`config.mk`:
```
export PLATFORM = sky130hd
export DESIGN_NAME = spi_mem_bridge
export DESIGN_NICKNAME = d
export VERILOG_FILES = /design/src/rtl/spi_mem_bridge.sv
export SDC_FILE = /design/constraint.sdc
export NUM_CORES = 1
export LEC_CHECK = 0
export BUFFER_PORTS_ARGS = -buffer_cell sky130_fd_sc_hd__buf_4
export CORE_ASPECT_RATIO = 1.75
export CORE_MARGIN = 4
export CORE_UTILIZATION = 55
export DETAILED_ROUTE_END_ITERATION = 6
export GPL_TIMING_DRIVEN = 0
export PLACE_DENSITY = 0.77
export SLEW_MARGIN = 20
export SYNTH_ARGS = -nofsm -noshare
export SYNTH_HDL_FRONTEND = slang
export SYNTH_SLANG_ARGS = --single-unit
```
`constraint.sdc`:
```
create_clock -name clk -period 2.27 [get_ports clk]
set_input_delay 0.3405 -clock clk [delete_from_list [all_inputs] [get_ports clk]]
set_output_delay 0.3405 -clock clk [all_outputs]
set_load 0.01 [all_outputs]
```
`src/rtl/spi_mem_bridge.sv`:
```
// SPI-slave to memory bridge: assembles LSB-first SPI frames into words, issues memory writes and reads, and returns read data on miso.
// Latency: pins are sampled 3 clk after an edge; mem_valid rises the cycle after the word completes; read data shifts out on the next word.
// Backpressure: a request holds mem_valid/addr/data stable until mem_ready; a word arriving during a pending request is dropped and flags err.
// Ports: clk, rst_n (async active-low); load_en enables the bridge; ss/sclk/mosi/miso are the SPI pins (async to clk);
//        mem_valid/mem_we/mem_addr/mem_wdata/mem_ready/mem_rdata form the memory request port; busy = not IDLE; err = sticky error.
// Optional feature: define SPI_MEM_BRIDGE_AUTO_INC_EN to make writes burst into consecutive addresses and reads auto-increment.
module spi_mem_bridge #(
  parameter int FRAME_SIZE  = 8,
  parameter int WORD_WIDTH  = 32,
  parameter int ADDR_WIDTH  = 31,
  parameter bit CPOL        = 1'b0,
  parameter int GAP_TIMEOUT = 64
) (
  input  logic                  clk,
  input  logic                  rst_n,
  input  logic                  load_en,
  input  logic                  ss,
  input  logic                  sclk,
  input  logic                  mosi,
  output logic                  miso,
  output logic                  mem_valid,
  output logic                  mem_we,
  output logic [ADDR_WIDTH-1:0] mem_addr,
  output logic [WORD_WIDTH-1:0] mem_wdata,
  input  logic                  mem_ready,
  input  logic [WORD_WIDTH-1:0] mem_rdata,
  output logic                  busy,
  output logic                  err
);

  localparam int FPW = WORD_WIDTH / FRAME_SIZE;
  localparam int BCW = $clog2(FRAME_SIZE + 1);
  localparam int FCW = $clog2(FPW + 1);
  localparam int IW  = $clog2(WORD_WIDTH);
  localparam int GCW = $clog2(GAP_TIMEOUT + 1);

  typedef enum logic [2:0] {ST_IDLE, ST_ADDR, ST_WDATA, ST_WREQ, ST_RREQ, ST_RDATA} state_e;

  state_e                state_q, state_d;
  logic [2:0]            ss_sync_q, sclk_sync_q;
  logic [1:0]            mosi_sync_q;
  logic [BCW-1:0]        bit_cnt_q, bit_cnt_d;
  logic [FCW-1:0]        frame_cnt_q, frame_cnt_d;
  logic [GCW-1:0]        gap_q, gap_d;
  logic [WORD_WIDTH-1:0] rx_q, rx_d, tx_q, tx_d, wdata_q, wdata_d;
  logic [ADDR_WIDTH-1:0] addr_q, addr_d;
  logic                  miso_q, miso_d, err_q, err_d;
  logic                  word_done, timeout;
  logic [IW-1:0]         idx;

  // Index 1 is the synchronised level; index 2 is its previous value for edge detection.
  // mosi uses the same depth so it is aligned with the sclk edge that samples it.
  logic ss_hi, ss_fall, ss_rise, sclk_edge, lead, trail, mosi_bit;
  assign ss_hi     = ss_sync_q[1];
  assign ss_fall   = ss_sync_q[2] & ~ss_sync_q[1];
  assign ss_rise   = ~ss_sync_q[2] & ss_sync_q[1];
  assign sclk_edge = sclk_sync_q[2] ^ sclk_sync_q[1];
  assign lead      = sclk_edge & (sclk_sync_q[1] != CPOL);
  assign trail     = sclk_edge & (sclk_sync_q[1] == CPOL);
  assign mosi_bit  = mosi_sync_q[1];

  always_ff @(posedge clk or negedge rst_n) begin
    if (!rst_n) begin
      ss_sync_q   <= 3'b111;
      sclk_sync_q <= {3{CPOL}};
      mosi_sync_q <= '0;
      state_q     <= ST_IDLE;
      bit_cnt_q   <= '0;
      frame_cnt_q <= '0;
      gap_q       <= '0;
      rx_q        <= '0;
      tx_q        <= '0;
      wdata_q     <= '0;
      addr_q      <= '0;
      miso_q      <= 1'b0;
      err_q       <= 1'b0;
    end else begin
      ss_sync_q   <= {ss_sync_q[1:0], ss};
      sclk_sync_q <= {sclk_sync_q[1:0], sclk};
      mosi_sync_q <= {mosi_sync_q[0], mosi};
      state_q     <= state_d;
      bit_cnt_q   <= bit_cnt_d;
      frame_cnt_q <= frame_cnt_d;
      gap_q       <= gap_d;
      rx_q        <= rx_d;
      tx_q        <= tx_d;
      wdata_q     <= wdata_d;
      addr_q      <= addr_d;
      miso_q      <= miso_d;
      err_q       <= err_d;
    end
  end

  always_comb begin
    state_d     = state_q;
    bit_cnt_d   = bit_cnt_q;
    frame_cnt_d = frame_cnt_q;
    gap_d       = gap_q;
    rx_d        = rx_q;
    tx_d        = tx_q;
    wdata_d     = wdata_q;
    addr_d      = addr_q;
    miso_d      = miso_q;
    err_d       = err_q;
    word_done   = 1'b0;
    timeout     = 1'b0;
    idx         = IW'(frame_cnt_q) * IW'(FRAME_SIZE) + IW'(bit_cnt_q);

    if (!load_en) begin
      state_d     = ST_IDLE;
      bit_cnt_d   = '0;
      frame_cnt_d = '0;
      gap_d       = '0;
      miso_d      = 1'b0;
      err_d       = 1'b0;
    end else begin
      // Gap counter saturates so the timeout fires exactly once per idle period.
      if (ss_hi) begin
        if (gap_q != GCW'(GAP_TIMEOUT)) gap_d = gap_q + 1'b1;
      end else begin
        gap_d = '0;
      end
      timeout = ss_hi && (gap_q == GCW'(GAP_TIMEOUT - 1));

      // Receive: bits land directly at their word position, so a discarded partial
      // frame is simply overwritten by the next full one.
      if (state_q != ST_IDLE && !ss_hi && trail) begin
        for (int i = 0; i < WORD_WIDTH; i++) begin
          if (idx == IW'(i)) rx_d[i] = mosi_bit;
        end
        if (bit_cnt_q == BCW'(FRAME_SIZE - 1)) begin
          bit_cnt_d = '0;
          if (frame_cnt_q == FCW'(FPW - 1)) begin
            frame_cnt_d = '0;
            word_done   = 1'b1;
          end else begin
            frame_cnt_d = frame_cnt_q + 1'b1;
          end
        end else begin
          bit_cnt_d = bit_cnt_q + 1'b1;
        end
      end

      if (state_q != ST_IDLE && ss_rise && bit_cnt_q != '0) begin
        bit_cnt_d = '0;
        err_d     = 1'b1;
      end

      // Transmit: while the read is still pending there is nothing valid to send.
      if (ss_hi) begin
        miso_d = 1'b0;
      end else if (state_q != ST_IDLE && lead) begin
        if (state_q == ST_RREQ) begin
          miso_d = 1'b0;
          if (bit_cnt_q == '0) err_d = 1'b1;
        end else begin
          miso_d = tx_q[0];
          tx_d   = tx_q >> 1;
        end
      end

      case (state_q)
        ST_IDLE: begin
          bit_cnt_d   = '0;
          frame_cnt_d = '0;
          if (ss_fall) state_d = ST_ADDR;
        end
        ST_ADDR: begin
          if (word_done) begin
            addr_d  = rx_d[ADDR_WIDTH:1];
            state_d = rx_d[0] ? ST_WDATA : ST_RREQ;
          end
        end
        ST_WDATA: begin
          if (word_done) begin
            wdata_d = rx_d;
            state_d = ST_WREQ;
          end
        end
        ST_WREQ: begin
          if (word_done) err_d = 1'b1;
          if (mem_ready) begin
`ifdef SPI_MEM_BRIDGE_AUTO_INC_EN
            addr_d  = addr_q + 1'b1;
            state_d = ST_WDATA;
`else
            state_d = ST_ADDR;
`endif
          end
        end
        ST_RREQ: begin
          if (word_done) err_d = 1'b1;
          if (mem_ready) begin
            tx_d    = mem_rdata;
            state_d = ST_RDATA;
          end
        end
        ST_RDATA: begin
          if (word_done) begin
`ifdef SPI_MEM_BRIDGE_AUTO_INC_EN
            addr_d  = addr_q + 1'b1;
            state_d = ST_RREQ;
`else
            state_d = ST_ADDR;
`endif
          end
        end
        default: state_d = ST_IDLE;
      endcase

      // A pending memory request is never abandoned by the gap timer: dropping it
      // would silently lose an accepted write.
      if (timeout && state_q != ST_WREQ && state_q != ST_RREQ) begin
        if (bit_cnt_q != '0 || frame_cnt_q != '0) err_d = 1'b1;
        bit_cnt_d   = '0;
        frame_cnt_d = '0;
        state_d     = ST_IDLE;
      end
    end
  end

  assign miso      = miso_q;
  assign mem_valid = (state_q == ST_WREQ) || (state_q == ST_RREQ);
  assign mem_we    = (state_q == ST_WREQ);
  assign mem_addr  = addr_q;
  assign mem_wdata = wdata_q;
  assign busy      = (state_q != ST_IDLE);
  assign err       = err_q;

endmodule

```
==> run summary <==
H-Tree Depth = 4
Ports = 107
Final nets = 853
normalized max-slew margin = 0.542
Avg Inst Size Synth = 10.5 µm²
DR WL/cell = 18.9 µm
Psw = 1.52 mW
Final Cycle Share = 0.962
Clock Path Buffers = 2
Synth warnings = 0
f_max = 458 MHz
first-pass GRT wire length = 30700 µm
layout cells sized above 1 = 0.256
R2R Path End = mem_wdata[15]$_DFFE_PN0P_
fin worst setup slack = 0.0863 ns
Critical Path Source = bit_cnt_q[3]$_DFFE_PN0P_
CTS Root Cell = clkbuf_16
number of port buffers = 106
ys flop type = dfrtp_1
post-synth top area cell = dfrtp_1
CP Max Fanout = 10
Die Height = 158 µm
Final HPWL DP = 13600 µm
Post-Synthesis Cells = 677
Max Slew Vio Count = 0
Post-synth EDFFs = 0
cell area after synthesis = 7090 µm²
DR pass1 iterations = 5
Area after DPL = 8140 µm²
gpl congestion = 0.910
drt drc = 0
Cell Rows = 54
final setup fails = 0
Int Power = 4.62 mW
clk slew on worst S/H paths = 0.06 ns
grt met2 use = 0.470
Core ar. = 12600 µm²
async set or reset register ratio after synthesis = 1.00
Reg2Reg Setup Slack = 0.09 ns
Area Growth Syn to Fin = 23.7%
grt total ovfl = 0
Placement Setup Slack = -0.178 ns
Hold Path Class = in2reg
Clk network pwr share = 0.438
Comb pwr share = 0.069
startpoint types = register
top-area cell type share of the netlist area = 0.533
diode count = 0
final hold viol count = 0
hold_ws = 0.0244 ns
top-count cell post-synth = dfrtp_1
CP arrival = 2.47 ns
Synth area leaders = dfrtp_1 53%, o21ai_0 5.0%, a2bb2oi_1 3.6%
Via density = 6.01
vias in the first global route = 6150
synthesized net count = 725
Worst-Skew Late Latency = 0.42 ns
initial antenna violation count = 0
Sink Count = 154
Die Span X = 93.9 µm
Seq/Total Area, Yosys = 0.544
grt met3 use = 0.0437
Initial Util = 0.565
Seq pwr share = 0.493
Static Leak = 4.06 nW
Critical Path End = mem_wdata[15]$_DFFE_PN0P_
Worst EP required = 2.56 ns
PwrDens = 700 nW/µm²
status = complete, no violations
clock skew = 0.00927 ns
Tightest Pin Transition = 0.681 ns
final WL = 18600 µm
total clock buffers created by CTS = 17
Worst Path Class, Setup = reg2reg
largest net degree at the start of global routing = 90
Sw Share = 0.248
Iteration-0 DRC Markers = 360
Crit. End Element = register
gr busiest metal = met2
Final Instance Area = 8770 µm²
worst flop-to-flop path startpoint = bit_cnt_q[3]$_DFFE_PN0P_
GRT met1 Usage = 0.297
gr usage total = 0.265
Via Count = 5923
RSZ-0062 raised after global routing = no
Die ar. = 14900 µm²
Routed Antenna Nets = 0
Max Cap Viol = 0
VDD IR max = 0.521 mV
reg2reg path depth = 6
post-synthesis cell type count = 61
commonest cells in the netlist = 151 x dfrtp_1, 71 x o21ai_0, 67 x nand2_1
CTS tree = yes
#FFs+latches synth = 154
Tmin final = 2.18 ns
worst max-delay path, stage by stage (launching register included):
cell      delay (ns)
dfrtp_2         0.48
ha_2            0.42
o31a_1          0.31
nand4_1         0.20
clkbuf_2        0.25
o21ai_0         0.28
a21oi_1         0.11
state kept, by name, summed over array words and instances (netlist names), 2 cells and up:
name / cells
ss_sync_q: 3
sclk_sync_q: 3
tx_q: 32
mem_wdata: 32
mosi_sync_q: 2
rx_q: 32
gap_q: 7
state_q: 3
frame_cnt_q: 3
bit_cnt_q: 4
mem_addr: 31
power groups by stage:
stage                     Clock [mW]  Sequential [mW]  Combinational (mW)
after floorplan                    0             3.04               0.245
after global placement             0             3.06               0.395
after detailed placement           0             3.07               0.422
after CTS                       2.72             3.03               0.424
after global routing            2.85             3.04               0.466
final                           2.69             3.03               0.424
cells by family after synthesis:
family	share of synthesized area
AO/OA/AOI/OAI	0.216
AND/OR/NAND/NOR	0.142
flip-flops	0.544
buffers and inverters	0.0437
multiplexers	0.0307
adder cells (fa/ha/maj)	0.0159
XOR/XNOR	0.00847
routing by layer:
metal / vias to the layer above / wire, µm
li1: 2757 / -
met1: 2896 / 6910
met2: 214 / 10000
met3: 56 / 868
met4: 0 / 833
met5: - / 0
metrics by stage:
| step | std cells | setup TNS [ns] | utilization | total power, mW |
|---|---|---|---|---|
| after detailed placement | 952 | -1.51 | 0.647 | 3.49 |
| after global routing | 986 | 0 | 0.698 | 6.36 |
| after global placement | 951 | -1.09 | 0.645 | 3.46 |
| after floorplan | 677 | 0 | - | 3.28 |
| after CTS | 986 | 0 | 0.696 | 6.17 |
| final | 986 | 0 | 0.698 | 6.14 |
repair_timing:
item                                    in CTS  in global routing
setup buffers                                1                  0
endpoints found under the hold margin       65                  0
hold buffers                                 1                  0
resized for setup                            8                 14
endpoints found under the setup margin      24                 37
worst min-delay path by stage:
stage,startpoint,end,slack (ns),cells past startpoint
after floorplan,rst_n,bit_cnt_q[0]$_DFFE_PN0P_,0.04,0
after global placement,mosi_sync_q[0]$_DFF_PN0_,mosi_sync_q[1]$_DFF_PN0_,0.34,0
after detailed placement,rst_n,mem_addr[25]$_DFFE_PN0P_,0.31,1
after CTS,sclk,sclk_sync_q[0]$_DFF_PN0_,0.02,1
after global routing,sclk,sclk_sync_q[0]$_DFF_PN0_,0.02,1
final,sclk,sclk_sync_q[0]$_DFF_PN0_,0.02,1
placed cells by master (no fill, tap or decap), types with 5 or more instances in the layout:
master,instances
dfrtp_1,150
buf_4,108
o21ai_0,66
nand2_1,66
a21oi_1,41
nor2_1,40
o22ai_1,32
a2bb2oi_1,29
clkbuf_1,23
o31ai_1,23
inv_1,17
clkbuf_16,17
buf_2,15
a31oi_1,15
mux2_2,14
nand3_1,12
nand4_1,11
ha_1,8
mux2i_1,6
buf_6,5
a41oi_1,5
or3_1,5
and4_1,5
and3_1,5
layout make-up:
type / count / area, µm²
Fill cell: 988 / 3790
Clock inverter: 13 / 111
Multi-Input combinational cell: 456 / 2970
Clock buffer: 19 / 453
Sequential cell: 154 / 3860
Tap cell: 168 / 210
Inverter: 17 / 63.8
Timing Repair Buffer: 109 / 848
Buffer: 50 / 255
Note: power is estimated with default switching activity, not from simulation.
